`src/rtl/fracnet_sdiv_q16_pkg.sv`:
```
// Shared types, widths and the restoring-division step for fracnet_sdiv_q16.
package fracnet_sdiv_q16_pkg;

    localparam int DIVIDEND_W = 31;
    localparam int DIVISOR_W  = 15;
    localparam int QUOT_W     = 16;
    localparam int REM_W      = DIVISOR_W + 1;
    localparam int CNT_W      = 5;

    typedef logic [1:0] state_t;
    localparam state_t S_IDLE = 2'd0;
    localparam state_t S_CALC = 2'd1;
    localparam state_t S_FIX  = 2'd2;

    localparam logic [QUOT_W-1:0] QMAX = 16'h7fff;
    localparam logic [QUOT_W-1:0] QMIN = 16'h8000;

    // Largest magnitudes representable as positive / negative quotients.
    localparam logic [DIVIDEND_W-1:0] MAG_POS_MAX = 31'd32767;
    localparam logic [DIVIDEND_W-1:0] MAG_NEG_MAX = 31'd32768;

    localparam logic [CNT_W-1:0] CNT_INIT = CNT_W'(DIVIDEND_W - 1);

    typedef struct packed {
        logic [REM_W-1:0] rem;
        logic             qbit;
    } step_t;

    function automatic step_t div_step(
        input logic [REM_W-1:0]     r_in,
        input logic                 b,
        input logic [DIVISOR_W-1:0] d
    );
        logic [REM_W:0] t;
        logic [REM_W:0] dx;
        step_t          s;
        t  = {r_in, b};
        dx = {2'b00, d};
        if (t >= dx) begin
            s.rem  = REM_W'(t - dx);
            s.qbit = 1'b1;
        end else begin
            s.rem  = REM_W'(t);
            s.qbit = 1'b0;
        end
        return s;
    endfunction

endpackage

```
`src/rtl/fracnet_sdiv_q16.sv`:
```
// Sequential signed/unsigned restoring divider with saturated Q16 quotient,
// remainder, overflow and divide-by-zero flags behind an ap_ctrl_hs handshake.
module fracnet_sdiv_q16
    import fracnet_sdiv_q16_pkg::*;
(
    input  logic                  ap_clk,
    input  logic                  ap_rst,
    input  logic                  ap_start,
    output logic                  ap_done,
    output logic                  ap_idle,
    output logic                  ap_ready,
    input  logic [DIVIDEND_W-1:0] din0,
    input  logic [DIVISOR_W-1:0]  din1,
    output logic [QUOT_W-1:0]     quot,
    output logic [QUOT_W-1:0]     rem,
    output logic                  ovf,
    output logic                  dbz
);

    state_t                state;
    logic [CNT_W-1:0]      cnt;
    // Holds remaining dividend bits (MSB side) and the growing quotient (LSB side).
    logic [DIVIDEND_W-1:0] acc;
    logic [REM_W-1:0]      r;
    logic [DIVISOR_W-1:0]  dvs;
    logic                  neg;
    logic                  zero;

    logic [DIVIDEND_W-1:0] din_mag;
    step_t                 st;
    logic [QUOT_W-1:0]     fix_quot;
    logic [QUOT_W-1:0]     fix_rem;
    logic                  fix_ovf;

    assign ap_idle  = (state == S_IDLE);
    assign ap_ready = ap_done;

    // -2^30 negates onto itself, which is exactly its unsigned magnitude.
    assign din_mag = din0[DIVIDEND_W-1] ? (~din0 + 1'b1) : din0;
    assign st      = div_step(r, acc[DIVIDEND_W-1], dvs);

    always_comb begin
        fix_quot = '0;
        fix_rem  = '0;
        fix_ovf  = 1'b0;
        if (zero) begin
            fix_quot = neg ? QMIN : QMAX;
        end else begin
            fix_rem = neg ? (QUOT_W'(0) - r) : r;
            if (!neg && acc > MAG_POS_MAX) begin
                fix_quot = QMAX;
                fix_ovf  = 1'b1;
            end else if (neg && acc > MAG_NEG_MAX) begin
                fix_quot = QMIN;
                fix_ovf  = 1'b1;
            end else begin
                fix_quot = neg ? (QUOT_W'(0) - acc[QUOT_W-1:0])
                               : acc[QUOT_W-1:0];
            end
        end
    end

    always_ff @(posedge ap_clk or posedge ap_rst) begin
        if (ap_rst) begin
            state   <= S_IDLE;
            cnt     <= '0;
            acc     <= '0;
            r       <= '0;
            dvs     <= '0;
            neg     <= 1'b0;
            zero    <= 1'b0;
            ap_done <= 1'b0;
            quot    <= '0;
            rem     <= '0;
            ovf     <= 1'b0;
            dbz     <= 1'b0;
        end else begin
            ap_done <= 1'b0;
            unique case (state)
                S_IDLE: begin
                    if (ap_start) begin
                        neg   <= din0[DIVIDEND_W-1];
                        acc   <= din_mag;
                        dvs   <= din1;
                        r     <= '0;
                        cnt   <= CNT_INIT;
                        zero  <= (din1 == '0);
                        state <= (din1 == '0) ? S_FIX : S_CALC;
                    end
                end
                S_CALC: begin
                    acc <= {acc[DIVIDEND_W-2:0], st.qbit};
                    r   <= st.rem;
                    if (cnt == '0) state <= S_FIX;
                    else cnt <= cnt - 1'b1;
                end
                S_FIX: begin
                    quot    <= fix_quot;
                    rem     <= fix_rem;
                    ovf     <= fix_ovf;
                    dbz     <= zero;
                    ap_done <= 1'b1;
                    state   <= S_IDLE;
                end
                default: state <= S_IDLE;
            endcase
        end
    end

endmodule
```
`config.mk`:
```
export PLATFORM = sky130hd
export DESIGN_NAME = fracnet_sdiv_q16
export DESIGN_NICKNAME = d
export VERILOG_FILES = /design/src/rtl/fracnet_sdiv_q16_pkg.sv /design/src/rtl/fracnet_sdiv_q16.sv
export SDC_FILE = /design/constraint.sdc
export NUM_CORES = 1
export LEC_CHECK = 0
export CAP_MARGIN = 20
export CORE_MARGIN = 2
export CORE_UTILIZATION = 56
export CTS_CLUSTER_DIAMETER = 200
export DETAILED_ROUTE_END_ITERATION = 12
export PLACE_DENSITY = 0.8
export SLEW_MARGIN = 0
export SYNTH_ARGS = -nofsm -noshare
export SYNTH_HDL_FRONTEND = slang
export SYNTH_SLANG_ARGS = --single-unit
```
`constraint.sdc`:
```
create_clock -name ap_clk -period 5.2 [get_ports ap_clk]
set_input_delay 1.56 -clock ap_clk [delete_from_list [all_inputs] [get_ports ap_clk]]
set_output_delay 1.56 -clock ap_clk [all_outputs]
set_load 0.01 [all_outputs]
```
**Word level (Yosys, flattened, before mapping)**

Cells that the tools add are included.

- Register bits: 106
- Word-level logic and storage cells: 61

- Add/subtract/negate cells: 5
- Magnitude comparators: 3
- Equal/unequal tests: 5
- Mux-type cells: 24
- Bitwise logic cells: 1
- Reductions and logical operators: 11

Operator list:

| cell | number |
|---|---|
| two-way mux 16 bit | 8 |
| two-way mux 31 bit | 2 |
| case mux 31 bit (2 select lines) | 1 |
| case mux 16 bit (2 select lines) | 1 |
| subtractor 1 x 16 -> 16 bit (first input constant) | 2 |
| adder 31 x 1 -> 31 bit (second input constant) | 1 |
| > comparator 31 x 15 -> 1 bit (second input constant) | 1 |
| > comparator 31 x 16 -> 1 bit (second input constant) | 1 |
| inverter 31 bit | 1 |
| >= comparator 17 x 15 -> 1 bit | 1 |
| two-way mux 17 bit | 1 |
| subtractor 16 x 15 -> 16 bit | 1 |
| logical NOT 15 bit | 1 |
| two-way mux 5 bit | 2 |
| case mux 5 bit (2 select lines) | 1 |
| two-way mux 2 bit | 3 |
| inequality test 2 bit (second input constant) | 3 |
| AND reduction 2 bit | 3 |
| logical NOT 5 bit | 1 |
| subtractor 5 x 1 -> 5 bit (second input constant) | 1 |
| two-way mux 1 bit | 4 |
| case mux 2 bit (2 select lines) | 1 |
| AND reduction 3 bit | 1 |
| equality test 2 x 1 -> 1 bit (second input constant) | 1 |
| 5 further kinds | 6 |

**Logic depth before layout (Yosys ltp)**

Gate-level depths: netlist of run 1.

- Depth in word-level cells: 5
- Gate-level depth with buffers: 11
- Depth with buffers taken out: 11

**Least setup slack after synthesis of run 1**

Ideal clock, no wire load.

- Kind: input -> register
- Start: input din0[1]
- End: register acc[16]
- Setup time: 0.134 ns
- Arrival: 3.266 ns
- Path slack: 1.800 ns
- Cell stages on the path: 7
- Buffers on the path: 0
- Cells stage by stage: inv_1 -> ha_1 -> or4b_1 -> or3_1 -> o41ai_1 -> xor2_1 -> o21ai_0

- Word-level cells in the longest chain between the ends: 5

Ends and longest elaborated chain:

| item | RTL line | RTL |
|---|---|---|
| start, declared | fracnet_sdiv_q16.sv:12 | `input logic [DIVIDEND_W-1:0] din0,` |
| inverter 31 bit | fracnet_sdiv_q16.sv:39 | `assign din_mag = din0[DIVIDEND_W-1] ? (~din0 + 1'b1) : din0;` |
| adder 31 x 1 -> 31 bit | fracnet_sdiv_q16.sv:39 |  |
| two-way mux 31 bit | fracnet_sdiv_q16.sv:39 |  |
| two-way mux 31 bit | fracnet_sdiv_q16.sv:81 | `if (ap_start) begin` |
| case mux 31 bit (2 select lines) | fracnet_sdiv_q16.sv:79 | `unique case (state)` |
| end signal, assigned | fracnet_sdiv_q16.sv:83 | `acc <= din_mag;` |
| end signal, assigned | fracnet_sdiv_q16.sv:92 | `acc <= {acc[DIVIDEND_W-2:0], st.qbit};` |
| end, declared | fracnet_sdiv_q16.sv:23 | `logic [DIVIDEND_W-1:0] acc;` |

Every way passes these cells. The select of a mux whose other input is x is not followed.
A chain may end at the register's enable or synchronous reset.

**Final worst setup path of run 1**

- Start: input din0[0]
- End: register acc[16]

Same word-level chain as after synthesis.

==> metrics.yaml, run 1 <==
status:
  status: "finished, final reports clean"
routing:
  first_pass_iters: 5
  postRouteAntennaNets: 0
  wl_um: 16200
  drtIter0Drc: 654
  viasPerCell: 6.24
  drc: 0
  vias: 5864
  wl_per_cell_um: 17.3
global_routing:
  grt_max_degree: 72
  grt_busiest_layer: "met2"
  gr-total-overflow: 0
  grt_use_met2_pct: 43.7
  antenna_found_initial: 0
  grt_usage_pct: 26.5
  grt_pass1_wl_um: 27500
  grt_pass1_vias: 5592
  gr-usage-met3_pct: 3.65
  use_met1_pct: 37.0
clocking:
  worstSkewPairLatency_ps: 340
  post_cts_buffers: 0
  numClockSinks: 106
  clock_path_buffers: 2
  hold_buffers: 0
  cts_buffers: 9
  htree_levels: 3
  clock-root-buffer: "clkbuf_16"
  clk_pin_slew_ps: 70
  cts_tree: "yes"
  ctsResizeCount: 0
sta:
  setup_violations: 0
  report.final.slew_viol_count: 0
  tightest_slew_ps: 1120
  finalCriticalPeriod_ps: 3910
  hold_viol: 0
  tns_ps: 0
  rsz0062_at_grt: "false"
  whs_ps: 488
  finalCritPeriodShare_pct: 75.3
  relSlewSlack_pct: 25.3
  max_freq_mhz: 255
  fin_worst_skew_ps: 7.16
synthesis:
  synth-xor-area-share_pct: 9.12
  seq_area_frac_synth_pct: 40.6
  muxShareOfSynthArea_pct: 1.07
  synth_edf_count: 0
  ys_seq_elements: 106
  syn-num-nets: 802
  synthCells: 731
  synth_area_um2: 6530
  synthDistinctLibCells: 66
  synth_area_leaders: "dfrtp_1 (41%), o21ai_0 (6.7%), xor2_1 (5.8%), nand2_1 (5.4%), ha_1 (4.0%)"
  async_flop_share_pct: 100
  syn_area_per_cell_um2: 8.93
  yosys_warnings: 0
  yosysMostFrequentCell: "dfrtp_1"
  ys.flop_type: "dfrtp_1"
  synth_top_family_by_area: "compound AO/OA/AOI/OAI gates"
  synth-simple-area-share_pct: 16.5
  yosys.area.top_type: "dfrtp_1"
  synth-adder-area-share_pct: 4.33
  ys_top_cells_by_count: "dfrtp_1 (106), nand2_1 (94), o21ai_0 (88)"
  netlist.area_leader.share_pct: 40.6
  synth_compound_area_share_pct: 23.5
power_and_ir_drop:
  irDropWorstVdd_uv: 311
  power_density_nw_per_um2: 663
  p_leak_nw: 3.17
final_layout:
  nets: 862
  nFillCells: 912
  area_growth_pct: 19.1
  diodes: 0
  regArea_um2: 2650
  final_util_pct: 68.1
  drive_gt1_share_pct: 5.40
  multi_input_area_um2: 3570
floorplan:
  design.die.area_um2: 12500
  die_x_um: 112
  rows: 39
  die_y_um: 112
  ios: 86
  coreArea_um2: 11400
  start_util_pct: 57.2
placed_design:
  place_congestion: 0.981
  port_buffers: 85
  hpwl_um: 11700
job:
  maxCapViolations: 0
critical_path:
  cp_cell_sequence: "clkdlybuf4s50_1, inv_1, ha_1, or4b_1, or3_1, o41ai_1, xor2_1, o21ai_0"
  worstSetupStartpointType: "input port"
  critPathKind: "in -> reg"
  reg2reg_depth: 6
  crit_arrival_ps: 4100
  max_stage_delay_ps: 540
  end_kind: "flop"
  critPathSlowestCell: "or4b_1"
  crit_required_ps: 5390
  cp_max_fo: 5
min_path:
  hold_depth: 2
  hp-class: "reg -> reg"
==> report_power, final <==
part,internal (mW),switching [mW]
Sequential,1.22,0.466
Combinational,1.21,1.52
Clock,0.438,0.302
==> critical path: cells and delay by family <==
family,cells,cell delay (ps)
adders and majority gates,1,190
AOI/OAI and AO/OA,2,570
and+or+nand+nor,2,1030
xor gates and xnor gates,1,220
buffers and inverters,2,530
==> state kept, by name (all words and copies together) (netlist names), 2 cells and up <==
signal and count:
quot 16, cnt 5, rem 16, state 2, r 16, acc 31
dvs 15
==> final timing paths <==
kind / from / to / slack (ps)
max reg2reg: state[0] / quot[5] / 2160
min: rem[11] / rem[11] / 490
max in group asynchronous: ap_rst / acc[6] / 2660
min in group asynchronous: ap_rst / rem[10] / 1740
min reg2reg: rem[11] / rem[11] / 490
max: din0[0] / acc[16] / 1290
==> area by class of cell <==
type / instances / area share (%)
clock buffer: 11 / 3.12
clock inverter: 5 / 1.09
inverter: 37 / 1.82
multi-input combinational: 545 / 45.9
sequential: 106 / 34.1
tap: 143 / 2.30
timing repair buffer: 92 / 11.7
==> per-layer routing <==
metal	wire (um)	vias up
met5	0	-
met4	311	0
met3	1140	36
met2	7750	263
met1	7000	2771
li1	-	2794
==> metrics by stage <==
step | instance area (um2) | setup slack, ps | power, mW | std cells
after global routing | 7770 | 1190 | 5.55 | 939
after floorplan | 6530 | 851 | 3.49 | 731
after detailed placement | 7430 | 1110 | 4.32 | 921
after CTS | 7750 | 1330 | 5.09 | 937
after global placement | 7430 | 1200 | 4.18 | 921
final | 7770 | 1290 | 5.15 | 939
==> cells in the final DEF (no fill, tap or decap), drive strengths merged, types with 5 or more instances in the layout <==
master,n
nand4,9
nor3,13
o311ai,5
or3,9
ha,21
mux2i,7
a211oi,13
xnor2,25
xor2,43
a31oi,9
nor2,28
clkbuf,12
dfrtp,106
a32oi,5
o31ai,23
nand2,94
buf,6
nand3,16
o41ai,12
or4,8
nor4,12
o21ai,92
o22ai,23
inv,36
nor2b,5
clkdlybuf4s50,85
a21oi,26
a22oi,13
==> kinds of logic after synthesis <==
kind of cell	Yosys count
XOR/XNOR	68
buffers and inverters	80
adder cells (fa/ha/maj)	22
flip-flops	106
multiplexers	7
AO/OA/AOI/OAI	238
AND/OR/NAND/NOR	210
No activity file was read; power rests on OpenSTA's default activity.
==> run 2, diff against run 1 <==
- clock period: 5.2 -> 4.1 ns (I/O delays scaled with it)
==> run 2 against run 1 <==
Against the previous run: sequential power rose by 27%; design area decreased by 0.35%; critical path depth up 1; clock power increased by 7.4%; sequential share of layout area increased by 0.12 points; routed wire length fell by 1.1%; critical path type unchanged; largest power group unchanged.
==> metrics.yaml, run 2 (synthesis gave the netlist of run 1 again) <==
critical_path:
  critical_path.top_delay_family: "simple AND/OR/NAND/NOR gates"
  crit_arrival_ps: 3700
  worstSetupStartpointType: "input port"
  end_kind: "flop"
  cp_cell_sequence: "clkdlybuf4s50_1, inv_1, ha_1, or4b_1, or3_1, o31ai_2, xor2_1, nand3_1, and2_1"
  critPathKind: "in -> reg"
  crit_required_ps: 4350
  path_buf_inv: 2
  cp_max_fo: 5
  critPathSlowestCell: "or4b_1"
  max_stage_delay_ps: 530
final_layout:
  layout.cells.most_common: "dfrtp_1"
  largest_register_ff_count: 31
  layout_common_cells: "dfrtp_1 (106), nand2_1 (94), o21ai_0 (88)"
  nets: 866
  diodes: 0
  drive_gt1_share_pct: 5.63
  max_flop_register: "acc"
  area_growth_pct: 18.7
status:
  status: "finished, final reports clean"
floorplan:
  die_y_um: 112
  design.die.area_um2: 12500
  start_util_pct: 57.2
  coreArea_um2: 11400
  ios: 86
  rows: 39
  die_x_um: 112
power_and_ir_drop:
  p_int_mw: 3.49
  irDropWorstVdd_uv: 384
  p_leak_nw: 3.15
  comb_power_share_pct: 53.7
  clock_power_share_pct: 12.5
  power_density_nw_per_um2: 819
  netSwitchingFraction_pct: 45.0
  switching_power_mw: 2.85
  p_seq_share_pct: 33.8
global_routing:
  grt_pass1_wl_um: 26900
  grt_pass1_vias: 5674
  grt_max_degree: 75
  grt_usage_pct: 26.2
  antenna_found_initial: 0
  gr-total-overflow: 0
sta:
  layout_setup_ws_ps: 645
  report.final.slew_viol_count: 0
  relSlewSlack_pct: 31.8
  fin_worst_skew_ps: 7.27
  finalCriticalPeriod_ps: 3460
  finalCritPeriodShare_pct: 84.3
  tightest_slew_ps: 1010
  hold_viol: 0
  setup_violations: 0
  rsz0062_at_grt: "false"
  tns_ps: 0
  max_freq_mhz: 289
min_path:
  hp-class: "reg -> reg"
clocking:
  post_cts_buffers: 0
  numClockSinks: 106
  worstSkewPairLatency_ps: 350
  ctsResizeCount: 0
  htree_levels: 3
  cts_buffers: 9
  hold_buffers: 0
  clk_pin_slew_ps: 70
  clock_path_buffers: 2
  cts_tree: "yes"
  clock-root-buffer: "clkbuf_16"
placed_design:
  place_ws_ps: 278
  port_buffers: 85
  hpwl_um: 11800
  place_congestion: 1.00
routing:
  drtIter0Drc: 553
  wl_um: 16000
  wl_per_cell_um: 17.0
  first_pass_iters: 5
  viasPerCell: 6.19
  vias: 5831
  drc: 0
  postRouteAntennaNets: 0
job:
  maxCapViolations: 0
-- run 2: cell types whose count changed in the layout (fill, tap and decap cells not counted) --
cell / before / now
clkbuf_1: 1 / 2
clkbuf_8: 1 / 0
clkbuf_2: 1 / 0
buf_12: 0 / 1
inv_6: 1 / 0
clkinvlp_4: 1 / 4
buf_4: 5 / 10
clkinv_4: 1 / 0
buf_8: 1 / 0
bufinv_16: 2 / 0
-- run 2: tightest hold or removal path, cell delays in order (launching register included) --
cell	delay (ps)
dfrtp_1	350
nand2_1	50
nand2_1	50
-- run 2: per-layer routing --
| metal | track usage [%] | part of all wire (%) |
|---|---|---|
| met1 | 35.1 | 45 |
| met2 | 43.1 | 48 |
| met3 | 4.79 | 5.4 |
| met4 | 9.43 | 1.5 |
| met5 | 0 | 0 |
-- run 2: final cells by class --
cell class / instances / area, um2
fillers: 903 / 3670
clock buffers: 11 / 233
clock inverters: 4 / 30.0
multi-input cells: 545 / 3570
repair buffers: 96 / 946
inverters: 37 / 141
well taps: 143 / 179
flip-flops and latches: 106 / 2650
-- run 2: per-stage QoR --
step,std cells,util [%],area [um2],hold slack (ps),total power [mW]
final,942,67.9,7750,471,6.34
after global routing,942,67.9,7750,493,6.84
after CTS,942,67.9,7750,472,6.32
after detailed placement,927,65.5,7480,457,5.52
after global placement,927,65.5,7480,454,5.35
after floorplan,731,-,6530,450,4.43
-- run 2: final timing paths --
| kind | start | to | slack, ps | cells after the start |
|---|---|---|---|---|
| max | din0[0] | acc[18] | 640 | 9 |
| max in group asynchronous | ap_rst | dvs[12] | 2140 | 3 |
| max reg2reg | acc[30] | r[14] | 1100 | 11 |
| min | quot[15] | quot[15] | 470 | 2 |
| min reg2reg | quot[15] | quot[15] | 470 | 2 |
| min in group asynchronous | ap_rst | rem[6] | 1230 | 2 |
-- run 2: power by group through the flow --
stage / clock, mW / sequential, mW / combinational (mW)
6_report: 0.795 / 2.14 / 3.40
3_3_place_gp: 0 / 2.11 / 3.24
2_1_floorplan: 0 / 1.96 / 2.47
5_1_grt: 0.850 / 2.21 / 3.78
4_1_cts: 0.805 / 2.13 / 3.38
3_5_place_dp: 0 / 2.14 / 3.37
==> run 3, diff against run 2 <==
- CORE_UTILIZATION: 56 -> 51
- PLACE_DENSITY: 0.8 -> 0.77
- clock period: 4.1 -> 3.1 ns (I/O delays scaled with it)
==> run 3 against run 2 <==
Against the previous run: sequential share of layout area decreased by 1.4 points; cell count increased by 6.6%; die area increased by 9.4%; critical endpoint is now acc[29]; largest cell class unchanged; highest routed layer unchanged.
==> metrics.yaml, run 3 (synthesis gave the netlist of run 1 again) <==
placed_design:
  place_area_um2: 7740
  hpwl_um: 12300
  port_buffers: 85
  place_congestion: 0.896
critical_path:
  cp_max_fo: 5
  critPathSlowestCell: "or4_1"
  path_buf_inv: 1
  end_kind: "flop"
  crit_arrival_ps: 3250
  critical_path.top_delay_family: "simple AND/OR/NAND/NOR gates"
  max_stage_delay_ps: 600
  critPathKind: "in -> reg"
  worstSetupStartpointType: "input port"
  crit_required_ps: 3330
  cp_cell_sequence: "clkdlybuf4s50_1, or4_1, nand4bb_1, nand3b_4, nand2b_4, o31ai_2, xor2_1, o21ai_0"
global_routing:
  grt_pass1_vias: 5759
  antenna_found_initial: 0
  gr-total-overflow: 0
  grt_usage_pct: 25.3
  grt_max_degree: 107
  grt_pass1_wl_um: 27400
floorplan:
  rows: 41
  die_y_um: 117
  coreArea_um2: 12600
  die_x_um: 117
  design.die.area_um2: 13700
  start_util_pct: 51.9
  ios: 86
routing:
  first_pass_iters: 6
  wl_um: 16800
  dr_wl_met3_um: 1090
  drc: 0
  vias: 6053
  wl_per_cell_um: 16.7
  top_layer: "met4"
  drtIter0Drc: 658
  postRouteAntennaNets: 0
  viasPerCell: 6.03
  wl_met1_um: 7290
  route.met2.wl_um: 8010
sta:
  rsz0062_at_grt: "false"
  max_freq_mhz: 331
  finalCriticalPeriod_ps: 3020
  tightest_slew_ps: 895
  setup_violations: 0
  report.final.slew_viol_count: 0
  finalCritPeriodShare_pct: 97.4
  relSlewSlack_pct: 40.2
  tns_ps: 0
  fin_worst_skew_ps: 10.1
  hold_viol: 0
  whs_ps: 469
clocking:
  clk_pin_slew_ps: 70
  clock_path_buffers: 2
  worstSkewPairLatency_ps: 360
  hold_buffers: 0
  numClockSinks: 106
  htree_levels: 3
  cts_tree: "yes"
  cts_buffers: 9
  clock-root-buffer: "clkbuf_16"
final_layout:
  largest_register_ff_count: 31
  max_flop_register: "acc"
  design_area_um2: 8070
  diodes: 0
  drive_gt1_share_pct: 9.98
  layout_common_cells: "dfrtp_1 (106), nand2_1 (94), o21ai_0 (87)"
  nFillCells: 1045
  area_growth_pct: 23.6
  nets: 899
  layout.cells.most_common: "dfrtp_1"
power_and_ir_drop:
  power_density_nw_per_um2: 1070
  p_leak_nw: 3.33
  irDropWorstVdd_uv: 449
min_path:
  hp-class: "reg -> reg"
status:
  status: "finished, final reports clean"
job:
  maxCapViolations: 0
## run 3: where the power goes
group / leakage [nW] / internal [mW] / switching (mW)
Combinational: 1.92 / 2.18 / 2.68
Sequential: 1.28 / 2.05 / 0.665
Clock: 0.130 / 0.564 / 0.495
## run 3: path summary, 6_finish.rpt
kind / to / slack, ps / from / cells past startpoint
setup / recovery: acc[29] / 80 / din0[7] / 8
hold / removal: quot[15] / 470 / quot[15] / 2
setup reg to reg: r[14] / 240 / acc[30] / 12
hold reg to reg: quot[15] / 470 / quot[15] / 2
max in group asynchronous: r[5] / 1570 / ap_rst / 3
min in group asynchronous: rem[14] / 1060 / ap_rst / 3
## run 3: cell type report
cell class / instances / area, um2 / share of cell area, %
Clock buffer: 13 / 250 / 3.10
Clock inverter: 2 / 13.8 / 0.171
Inverter: 37 / 143 / 1.77
Multi-Input combinational cell: 545 / 3600 / 44.6
Sequential cell: 106 / 2650 / 32.9
Tap cell: 172 / 215 / 2.67
Timing Repair Buffer: 129 / 1200 / 14.9
## run 3: metal layers
layer / global-route usage [%] / vias up
li1: - / 2852
met1: 34.1 / 2918
met2: 41.2 / 252
met3: 4.07 / 31
met4: 9.57 / 0
met5: 0 / -
## run 3: repair_timing
action / 4_1_cts / 5_1_grt
buffers inserted: 0 / 3
resized for setup: 0 / 7
endpoints found under the setup margin: 0 / 9
## run 3: metrics by stage
stage	utilization, %	total power [mW]	worst slack (ps)	std cells
2_1_floorplan	-	5.86	330	731
3_3_place_gp	61.5	7.21	-228	984
3_5_place_dp	61.6	7.43	-335	985
4_1_cts	63.7	8.51	14.8	1000
5_1_grt	64.2	9.33	0.387	1004
6_report	64.2	8.63	81.5	1004
## run 3: tightest hold or removal path, stage by stage, from the launching register on
cell	delay, ps
dfrtp_1	340
nand2_1	50
nand2_1	40
